--- config.mk ---
export PLATFORM = sky130hd
export DESIGN_NAME = spi_multi_master
export DESIGN_NICKNAME = d
export VERILOG_FILES = /design/src/rtl/spi_multi_master_pkg.sv /design/src/rtl/spi_multi_master_sclk_gen.sv /design/src/rtl/spi_multi_master.sv
export SDC_FILE = /design/constraint.sdc
export NUM_CORES = 1
export LEC_CHECK = 0
export CAP_MARGIN = 20
export CORE_MARGIN = 10
export CORE_UTILIZATION = 47
export DETAILED_ROUTE_END_ITERATION = 7
export HOLD_SLACK_MARGIN = 0.1
export PLACE_DENSITY = 0.69
export SYNTH_ARGS = -nofsm -noshare
export SYNTH_HDL_FRONTEND = slang
export SYNTH_SLANG_ARGS = --single-unit
--- constraint.sdc ---
create_clock -name CLK -period 3.35 [get_ports CLK]
set_clock_uncertainty 0.05 [all_clocks]
set_input_delay 0.5025 -clock CLK [delete_from_list [all_inputs] [get_ports CLK]]
set_output_delay 0.5025 -clock CLK [all_outputs]
set_load 0.05 [all_outputs]
--- src/rtl/spi_multi_master_pkg.sv ---
`default_nettype none
// ============================================================================
//  Module   : spi_multi_master_pkg
//  Purpose  : Shared definitions for the SPI multiplier-peripheral master:
//             FSM state encoding, frame width and a small constant helper.
//  Revision : 1.0 - initial release
// ============================================================================
package spi_multi_master_pkg;

  // Bits per SPI frame, used for both the write and read phases
  localparam int FRAME_BITS = 8;

  // Transaction sequencer states; 3-bit encoding with explicit values
  typedef enum logic [2:0] {
    ST_IDLE  = 3'd0,
    ST_SETUP = 3'd1,
    ST_WRITE = 3'd2,
    ST_WAIT  = 3'd3,
    ST_READ  = 3'd4,
    ST_HOLD  = 3'd5
  } state_t;

  // Larger of two integers, for sizing counters that serve several phases
  function automatic int max_int(input int x, input int y);
    return (x > y) ? x : y;
  endfunction

endpackage
`default_nettype wire

--- src/rtl/spi_multi_master_sclk_gen.sv ---
`default_nettype none
// ============================================================================
//  Module   : spi_multi_master_sclk_gen
//  Purpose  : SCLK divider. While en is high, SCLK alternates CLK_DIV cycles
//             low and CLK_DIV cycles high, always starting with a low phase.
//             Pulses are combinational and mark the clock edge at which the
//             named event takes place.
//  Revision : 1.0 - initial release
// ============================================================================
module spi_multi_master_sclk_gen #(
  parameter int CLK_DIV = 4
) (
  input  logic CLK,
  input  logic RST_N,
  input  logic en,
  output logic sclk,
  output logic rise_pulse,
  output logic fall_pulse,
  output logic last_high
);

  localparam int               DIV_W    = $clog2(CLK_DIV);
  localparam logic [DIV_W-1:0] DIV_LAST = DIV_W'(CLK_DIV - 1);

  logic [DIV_W-1:0] div_q, div_d;
  logic             sclk_q, sclk_d;
  logic             phase_end;

  // Divider next-state: disabled means held at zero with SCLK low, so the
  // next enable always begins with a full low phase.
  always_comb begin
    phase_end = en && (div_q == DIV_LAST);
    div_d     = '0;
    sclk_d    = 1'b0;
    if (en) begin
      div_d  = phase_end ? '0 : div_q + DIV_W'(1);
      sclk_d = sclk_q ^ phase_end;
    end
  end

  // Divider and SCLK level registers
  always_ff @(posedge CLK or negedge RST_N) begin
    if (!RST_N) begin
      div_q  <= '0;
      sclk_q <= 1'b0;
    end else begin
      div_q  <= div_d;
      sclk_q <= sclk_d;
    end
  end

  assign sclk       = sclk_q;
  assign rise_pulse = phase_end && !sclk_q;
  assign fall_pulse = phase_end && sclk_q;
  // The final CLK of a high phase is the same cycle whose closing edge drops SCLK
  assign last_high  = phase_end && sclk_q;

endmodule
`default_nettype wire

--- src/rtl/spi_multi_master.sv ---
`default_nettype none
// ============================================================================
//  Module   : spi_multi_master
//  Purpose  : Host-side SPI master for the 4x4 multiplier peripheral. Shifts
//             {b,a} out on MOSI, waits for the compute time, then shifts the
//             8-bit product in on MISO and reports it with a done pulse.
//  Revision : 1.0 - initial release
// ============================================================================
module spi_multi_master
  import spi_multi_master_pkg::*;
#(
  parameter int CLK_DIV     = 4,
  parameter int WAIT_CYCLES = 16
) (
  input  logic       CLK,
  input  logic       RST_N,
  input  logic       start,
  input  logic [3:0] a,
  input  logic [3:0] b,
  output logic       busy,
  output logic       done,
  output logic [7:0] product,
  output logic       CS,
  output logic       SCLK,
  output logic       MOSI,
  input  logic       MISO
);

  localparam int BIT_W = $clog2(FRAME_BITS);
  // The wait counter also times SETUP and HOLD, so it must reach CLK_DIV-1 too
  localparam int CNT_W = max_int($clog2(WAIT_CYCLES + 1), $clog2(CLK_DIV + 1));
  localparam logic [CNT_W-1:0] DIV_LAST  = CNT_W'(CLK_DIV - 1);
  localparam logic [CNT_W-1:0] WAIT_LAST = CNT_W'(WAIT_CYCLES - 1);

  state_t                  state_q, state_d;
  logic [FRAME_BITS-1:0]   tx_q, tx_d;
  logic [FRAME_BITS-1:0]   rx_q, rx_d;
  logic [7:0]              product_q, product_d;
  logic [BIT_W-1:0]        bit_q, bit_d;
  logic [CNT_W-1:0]        wait_q, wait_d;
  logic                    cs_q, cs_d;
  logic                    mosi_q, mosi_d;
  logic                    busy_q, busy_d;
  logic                    done_q, done_d;
  logic                    miso_s1_q, miso_s2_q;

  logic                    sclk_en;
  logic                    sclk_lvl;
  logic                    sclk_rise;
  logic                    sclk_fall;
  logic                    sclk_last_high;

  assign sclk_en = (state_q == ST_WRITE) || (state_q == ST_READ);

  spi_multi_master_sclk_gen #(
    .CLK_DIV (CLK_DIV)
  ) u_sclk_gen (
    .CLK        (CLK),
    .RST_N      (RST_N),
    .en         (sclk_en),
    .sclk       (sclk_lvl),
    .rise_pulse (sclk_rise),
    .fall_pulse (sclk_fall),
    .last_high  (sclk_last_high)
  );

  // Two-flop synchroniser for the asynchronous MISO line
  always_ff @(posedge CLK or negedge RST_N) begin
    if (!RST_N) begin
      miso_s1_q <= 1'b0;
      miso_s2_q <= 1'b0;
    end else begin
      miso_s1_q <= MISO;
      miso_s2_q <= miso_s2_d(miso_s1_q);
    end
  end

  function automatic logic miso_s2_d(input logic s1);
    return s1;
  endfunction

  // Sequencer next-state and output decode
  always_comb begin
    state_d   = state_q;
    tx_d      = tx_q;
    rx_d      = rx_q;
    product_d = product_q;
    bit_d     = bit_q;
    wait_d    = wait_q;
    cs_d      = cs_q;
    mosi_d    = mosi_q;
    busy_d    = busy_q;
    done_d    = 1'b0;

    // Counts SCLK rises modulo the frame size: it wraps back to zero on the
    // final rise, so a zero count during a high phase marks the last bit.
    if (sclk_rise) begin
      bit_d = bit_q + BIT_W'(1);
    end

    case (state_q)
      ST_IDLE: begin
        cs_d   = 1'b1;
        mosi_d = 1'b0;
        busy_d = 1'b0;
        if (start) begin
          tx_d    = {b, a};
          mosi_d  = b[3];
          cs_d    = 1'b0;
          busy_d  = 1'b1;
          state_d = ST_SETUP;
        end
      end
      ST_SETUP: begin
        wait_d = wait_q + CNT_W'(1);
        if (wait_q == DIV_LAST) begin
          state_d = ST_WRITE;
        end
      end
      ST_WRITE: begin
        if (sclk_fall) begin
          if (bit_q == '0) begin
            mosi_d  = 1'b0;
            state_d = ST_WAIT;
          end else begin
            // Rotate rather than shift so every tx bit stays live
            mosi_d = tx_q[FRAME_BITS-2];
            tx_d   = {tx_q[FRAME_BITS-2:0], tx_q[FRAME_BITS-1]};
          end
        end
      end
      ST_WAIT: begin
        wait_d = wait_q + CNT_W'(1);
        if (wait_q == WAIT_LAST) begin
          state_d = ST_READ;
        end
      end
      ST_READ: begin
        if (sclk_last_high) begin
          rx_d = {rx_q[FRAME_BITS-2:0], miso_s2_q};
          if (bit_q == '0) begin
            state_d = ST_HOLD;
          end
        end
      end
      ST_HOLD: begin
        wait_d = wait_q + CNT_W'(1);
        if (wait_q == DIV_LAST) begin
          cs_d      = 1'b1;
          busy_d    = 1'b0;
          done_d    = 1'b1;
          product_d = rx_q;
          state_d   = ST_IDLE;
        end
      end
      default: begin
        cs_d    = 1'b1;
        mosi_d  = 1'b0;
        busy_d  = 1'b0;
        state_d = ST_IDLE;
      end
    endcase

    // Every state change starts the phase counters from zero
    if (state_d != state_q) begin
      bit_d  = '0;
      wait_d = '0;
    end
  end

  // Sequencer state, shift registers, counters and registered outputs
  always_ff @(posedge CLK or negedge RST_N) begin
    if (!RST_N) begin
      state_q   <= ST_IDLE;
      tx_q      <= '0;
      rx_q      <= '0;
      product_q <= 8'h00;
      bit_q     <= '0;
      wait_q    <= '0;
      cs_q      <= 1'b1;
      mosi_q    <= 1'b0;
      busy_q    <= 1'b0;
      done_q    <= 1'b0;
    end else begin
      state_q   <= state_d;
      tx_q      <= tx_d;
      rx_q      <= rx_d;
      product_q <= product_d;
      bit_q     <= bit_d;
      wait_q    <= wait_d;
      cs_q      <= cs_d;
      mosi_q    <= mosi_d;
      busy_q    <= busy_d;
      done_q    <= done_d;
    end
  end

  assign busy    = busy_q;
  assign done    = done_q;
  assign product = product_q;
  assign CS      = cs_q;
  assign SCLK    = sclk_lvl;
  assign MOSI    = mosi_q;

endmodule
`default_nettype wire

======== Yosys cells after proc, flatten, opt, wreduce, memory -nomap -nowiden ========
Cells that the tools add are included.
word-level totals
  logic and storage cells ................. 83
  register bits after elaboration ......... 44
cells by class
  multiplexer cells ....................... 32
  bitwise gates (word level) .............. 3
  add/sub/neg operators ................... 3
  equality and inequality tests ........... 13
  reductions and logical operators ........ 18
operator list
  operator                                              number
  2-to-1 mux 3 bit                                      10
  2-to-1 mux 8 bit                                      3
  one-hot mux 3 bit (6 select lines)                    1
  one-hot mux 8 bit (2 select lines)                    1
  2-to-1 mux 1 bit                                      10
  2-to-1 mux 5 bit                                      2
  one-hot mux 1 bit (3 select lines)                    3
  inequality test 2 bit (second input constant)         4
  AND reduction 2 bit                                   4
  OR reduction 4 bit                                    2
  equality test 3 x 2 -> 1 bit (second input constant)  2
  equality test 3 bit (second input constant)           2
  zero test 3 bit                                       2
  nonzero test 2 bit                                    3
  adder 5 x 1 -> 5 bit (second input constant)          1
  equality test 5 x 2 -> 1 bit (second input constant)  1
  equality test 5 x 4 -> 1 bit (second input constant)  1
  2-to-1 mux 2 bit                                      2
  AND reduction 4 bit                                   1
  adder 3 x 1 -> 3 bit (second input constant)          1
  equality test 3 x 1 -> 1 bit (second input constant)  1
  logical AND 1 bit                                     3
  inequality test 3 bit                                 1
  OR reduction 3 bit                                    1
  other kinds (6)                                       7

======== Depth between registers and ports, before layout ========
  word-level depth ........................ 8
  mapped depth ............................ 10
  gate-level depth less buffers ........... 8

======== Cells and area by module ========
From an unflattened synthesis, not the netlist that was laid out.
unflattened totals
  cell total of the unflattened synthesis .. 177
  area total of the unflattened synthesis .. 2,110.8 µm²
by module, submodules not included
  module                     area each (µm²)  instances  seq. area each (µm²)  cells an instance
  spi_multi_master           1,968.1          1          1,027.2               165
  spi_multi_master_sclk_gen  142.6            1          75.1                  12

======== Least setup slack after synthesis ========
Ideal clock, no wire load.
  path kind ............................... reg2reg
  from .................................... reg state_q[2]
  to ...................................... reg wait_q[1]
  stages on the path, launching flop included .. 11
  buffers on the path ..................... 2
  setup slack ............................. 1.166 ns
  period minus slack after synthesis ...... 2.184 ns
  arrival ................................. 2.055 ns
  data required time ...................... 3.221 ns
  cells stage by stage .................... dfrtp_1 buf_4 nand2b_1 a21oi_1 and2_1 ha_1 nor4bb_1 buf_2 a21oi_1 o21ai_2 mux2i_1
on the way
  word-level cells in the longest chain between the ends .. 8
  elaborated cells on any way between the ends .. 22
RTL lines
  element                                                              line                                                              RTL
  from (decl)                                                          spi_multi_master.sv:35                                            state_t state_q, state_d;
  from (signal assigned)                                               spi_multi_master.sv:185                                           state_q <= state_d;
  equality test 3 x 2 -> 1 bit or equality test 3 bit (tied branches)  spi_multi_master.sv:53, spi_multi_master.sv:101
  logical OR 1 bit                                                     spi_multi_master.sv:53                                            assign sclk_en = (state_q == ST_WRITE) || (state_q == ST_READ);
  logical AND 1 bit                                                    spi_multi_master_sclk_gen.sv:32                                   phase_end = en && (div_q == DIV_LAST);
  logical AND 1 bit                                                    spi_multi_master_sclk_gen.sv:54, spi_multi_master_sclk_gen.sv:56
  2-to-1 mux 3 bit (on tied branches)                                  spi_multi_master.sv:139, spi_multi_master.sv:121
  one-hot mux 3 bit (6 select lines) (*)                               spi_multi_master.sv:101                                           case (state_q)
  via state_d[0]                                                       spi_multi_master.sv:35
  inequality test 3 bit (*)                                            spi_multi_master.sv:165                                           if (state_d != state_q) begin
  2-to-1 mux 5 bit or nonzero test 2 bit (tied branches)               -
  to (signal assigned)                                                 spi_multi_master.sv:190                                           wait_q <= wait_d;
  to (decl)                                                            spi_multi_master.sv:40                                            logic [CNT_W-1:0] wait_q, wait_d;
The timed path passes the listed nets; every way through them passes the cells marked *.
A chain may end at the register's enable or synchronous reset.

======== Worst setup path after layout ========
  from .................................... reg state_q[1]
  to ...................................... reg tx_q[3]
on the way
  word-level cells in the longest chain between the ends .. 6
  elaborated cells on any way between the ends .. 12
RTL lines
  element                                                              line                                             RTL
  equality test 3 x 2 -> 1 bit or equality test 3 bit (tied branches)  spi_multi_master.sv:53, spi_multi_master.sv:101
  logical OR 1 bit                                                     spi_multi_master.sv:53
  logical AND 1 bit                                                    spi_multi_master_sclk_gen.sv:32
  logical AND 1 bit                                                    spi_multi_master_sclk_gen.sv:54                  assign fall_pulse = phase_end && sclk_q;
  inequality test 2 bit (no line)                                      -
  AND reduction 4 bit (no line)                                        -
  to (signal assigned)                                                 spi_multi_master.sv:186                          tx_q <= tx_d;
  to (decl)                                                            spi_multi_master.sv:36                           logic [FRAME_BITS-1:0] tx_q, tx_d;
Parallel ways exist; a longest one is shown, timed or not.

==> out/qor.yml <==
synth-compound-area-share_pct: 10.46
synth_ff_type: "dfrtp_1"
ys_warn_count: 0
ys_seq_elements: 44
synth_cells: 173
power.density_nw_per_um2: 393.9
drt_iter0_drc: 37
cts_root_buf: "clkbuf_8"
track_usage_pct: 10.05
yosys-mux-area-fraction_pct: 15.70
critPathRequiredTime_ns: 3.45
regArea_um2: 1102
port_buffers: 24
timing.final.max_slew_violations: 0
htree_levels: 2
crit_arrival_ns: 2.60
synthTopCellsByArea: "dfrtp_1 (51%), mux2i_1 (5.7%), mux2_4 (5.7%)"
rows: 24
die_h_um: 86.92
tritoncts: "built"
antenna_left: 0
place_hpwl_um: 2705
route.met3.wl_um: 164
tightestPinTransition_ns: 0.9452
synth_area_um2: 2105
yosys.area_share.adder_pct: 4.162
async_reset_ff_share_pct: 100.0
grt_pass1_vias: 1319
syn_area_per_cell_um2: 12.16
wl_per_cell_um: 14.15
dr.max_layer_used: "met4"
critPathCaptureType: "flop"
routed_via_density: 5.171
die_area_um2: 7554
yosysMostFrequentCell: "dfrtp_1"
globalRouteOverflowTotal: 0
synth_top_area_cell: "dfrtp_1"
wl_met1_um: 1558
synth_xor_area_share_pct: 1.249
timing_worst_setup_path_type: "reg -> reg"
outcome: "finished clean"
io_pins: 25
wirelength_um: 3551
synth_edf_count: 0
vias: 1298
drt_pass1_iterations: 4
numCtsBuffers: 5
antennaDiodeCount: 0
setup_viol: 0
die_w_um: 86.92
hold_viol_final: 0
grt_max_degree: 45
area_growth_pct: 17.42
drc: 0
netlist_top_cells_count: "dfrtp_1 (43), nand2_1 (13), mux2i_1 (12)"
cts_buffer_depth: 2
p_leak_uw: 0.001189
n_fill_cell: 353
finalCritPeriodShare_pct: 74.59
timing.fmax_ghz: 0.4002
crit_path_max_fanout: 15
yosys.area.top_type_share_pct: 51.13
seq_area_frac_synth_pct: 52.38
multiInputGateArea_um2: 915.9
hold_buffers: 0
globalplace.congestion: 0.9088
cts_resized: 0
start_util_pct: 48.33
clk_latency_ns: 0.29
drive_gt1_share_pct: 16.08
syn-num-nets: 192
grt_pass1_wl_um: 6099
finalCriticalPeriod_ns: 2.499
antenna_found_initial: 0
start_kind: "flop"
ir_drop_mv: 0.2554
nets: 217
drv_cap: 0
hold_path.class: "in -> async"
synth.distinct_cells: 40
route.met2.wl_um: 1780
path_clk_slew_ns: 0.08
cts_setup_buffers: 0
utilization_pct: 56.75
design.core.area_um2: 4354
synthSimpleGateAreaFrac_pct: 11.95
synth_top_family_by_area: "multiplexers"
rsz0062_at_grt: "false"
cts_sinks: 44
slew_headroom_pct: 36.99
tns_ns: 0
critical path: stages (launching register included):
cell       delay [ns]
dfrtp_1          0.57
nand2b_1         0.27
a21oi_1          0.19
and2_1           0.18
ha_1             0.22
nor4bb_1         0.41
o2bb2ai_2        0.27
nand2_1          0.12
o21ai_0          0.08
report_power, final:
part / total, uW / switching [uW] / internal, uW / leakage, uW
clock: 388 / 167 / 221 / 0.0000552
combinational: 41.7 / 23.1 / 18.6 / 0.000554
sequential: 543 / 4.03 / 539 / 0.000580
total: 973 / 194 / 779 / 0.00119
kinds of logic (layout without fill, tap and decap cells):
logic type,after synthesis,in the layout
flip-flops,44,44
AND/OR/NAND/NOR,42,42
AO/OA/AOI/OAI,33,33
multiplexers,28,28
buffers and inverters,16,42
adder cells (fa/ha/maj),7,7
XOR/XNOR,3,3
placed cells by master (no fill, tap or decap), drive strengths merged, types with 3 or more instances in the layout:
cell / netlist / final
a21o: 4 / 4
a21oi: 8 / 8
and2: 3 / 3
buf: 8 / 3
clkbuf: 0 / 6
clkdlybuf4s50: 0 / 23
dfrtp: 43 / 43
ha: 7 / 7
inv: 8 / 8
mux2: 16 / 16
mux2i: 12 / 12
nand2: 13 / 13
nand2b: 5 / 5
nand3b: 3 / 3
nor2: 3 / 3
o21ai: 13 / 13
sequential cells by signal (all words and copies together), names as in the netlist:
| register | flops |
|---|---|
| CS | 1 |
| MOSI | 1 |
| bit_q | 3 |
| busy | 1 |
| done | 1 |
| miso_s1_q | 1 |
| miso_s2_q | 1 |
| product | 8 |
| rx_q | 8 |
| state_q | 3 |
| tx_q | 8 |
| u_sclk_gen.div_q | 2 |
| u_sclk_gen.sclk | 1 |
| wait_q | 5 |
layout make-up:
cell class / count / area share [%]
clock buffer: 6 / 2.937
clock inverter: 2 / 1.418
inverter: 8 / 1.215
multi-input combinational: 113 / 37.06
sequential: 44 / 44.61
tap: 52 / 2.633
timing repair buffer: 26 / 10.13
metrics by stage:
| step | hold WS [ns] | std cells | area, um^2 | power, uW | setup WS (ns) |
|---|---|---|---|---|---|
| floorplan | 0.1569 | 173 | 2105 | 567.4 | 1.166 |
| global placement | 0.2873 | 243 | 2364 | 595.3 | 0.9594 |
| detailed placement | 0.2943 | 243 | 2364 | 596.9 | 0.8733 |
| CTS | 0.3120 | 251 | 2471 | 986.9 | 0.8361 |
| global route | 0.3220 | 251 | 2471 | 1016 | 0.5603 |
| finish | 0.3065 | 251 | 2471 | 973.3 | 0.8513 |
routing by layer:
layer	GRT usage, %	up-vias
met5	0	-
met4	4.860	0
met3	2.528	4
met2	16.39	16
met1	12.03	618
li1	-	660
worst paths after layout:
check / depth (start not counted) / startpoint / end / slack [ns]
worst max-delay path: 8 / state_q[1] / tx_q[3] / 0.85
worst min-delay path: 1 / RST_N / done / 0.31
worst max register to register: 8 / state_q[1] / tx_q[3] / 0.85
worst min register to register: 0 / miso_s1_q / miso_s2_q / 0.31
max in group asynchronous: 1 / RST_N / wait_q[2] / 2.35
min in group CLK: 0 / miso_s1_q / miso_s2_q / 0.31
No activity file was read; power rests on OpenSTA's default activity.
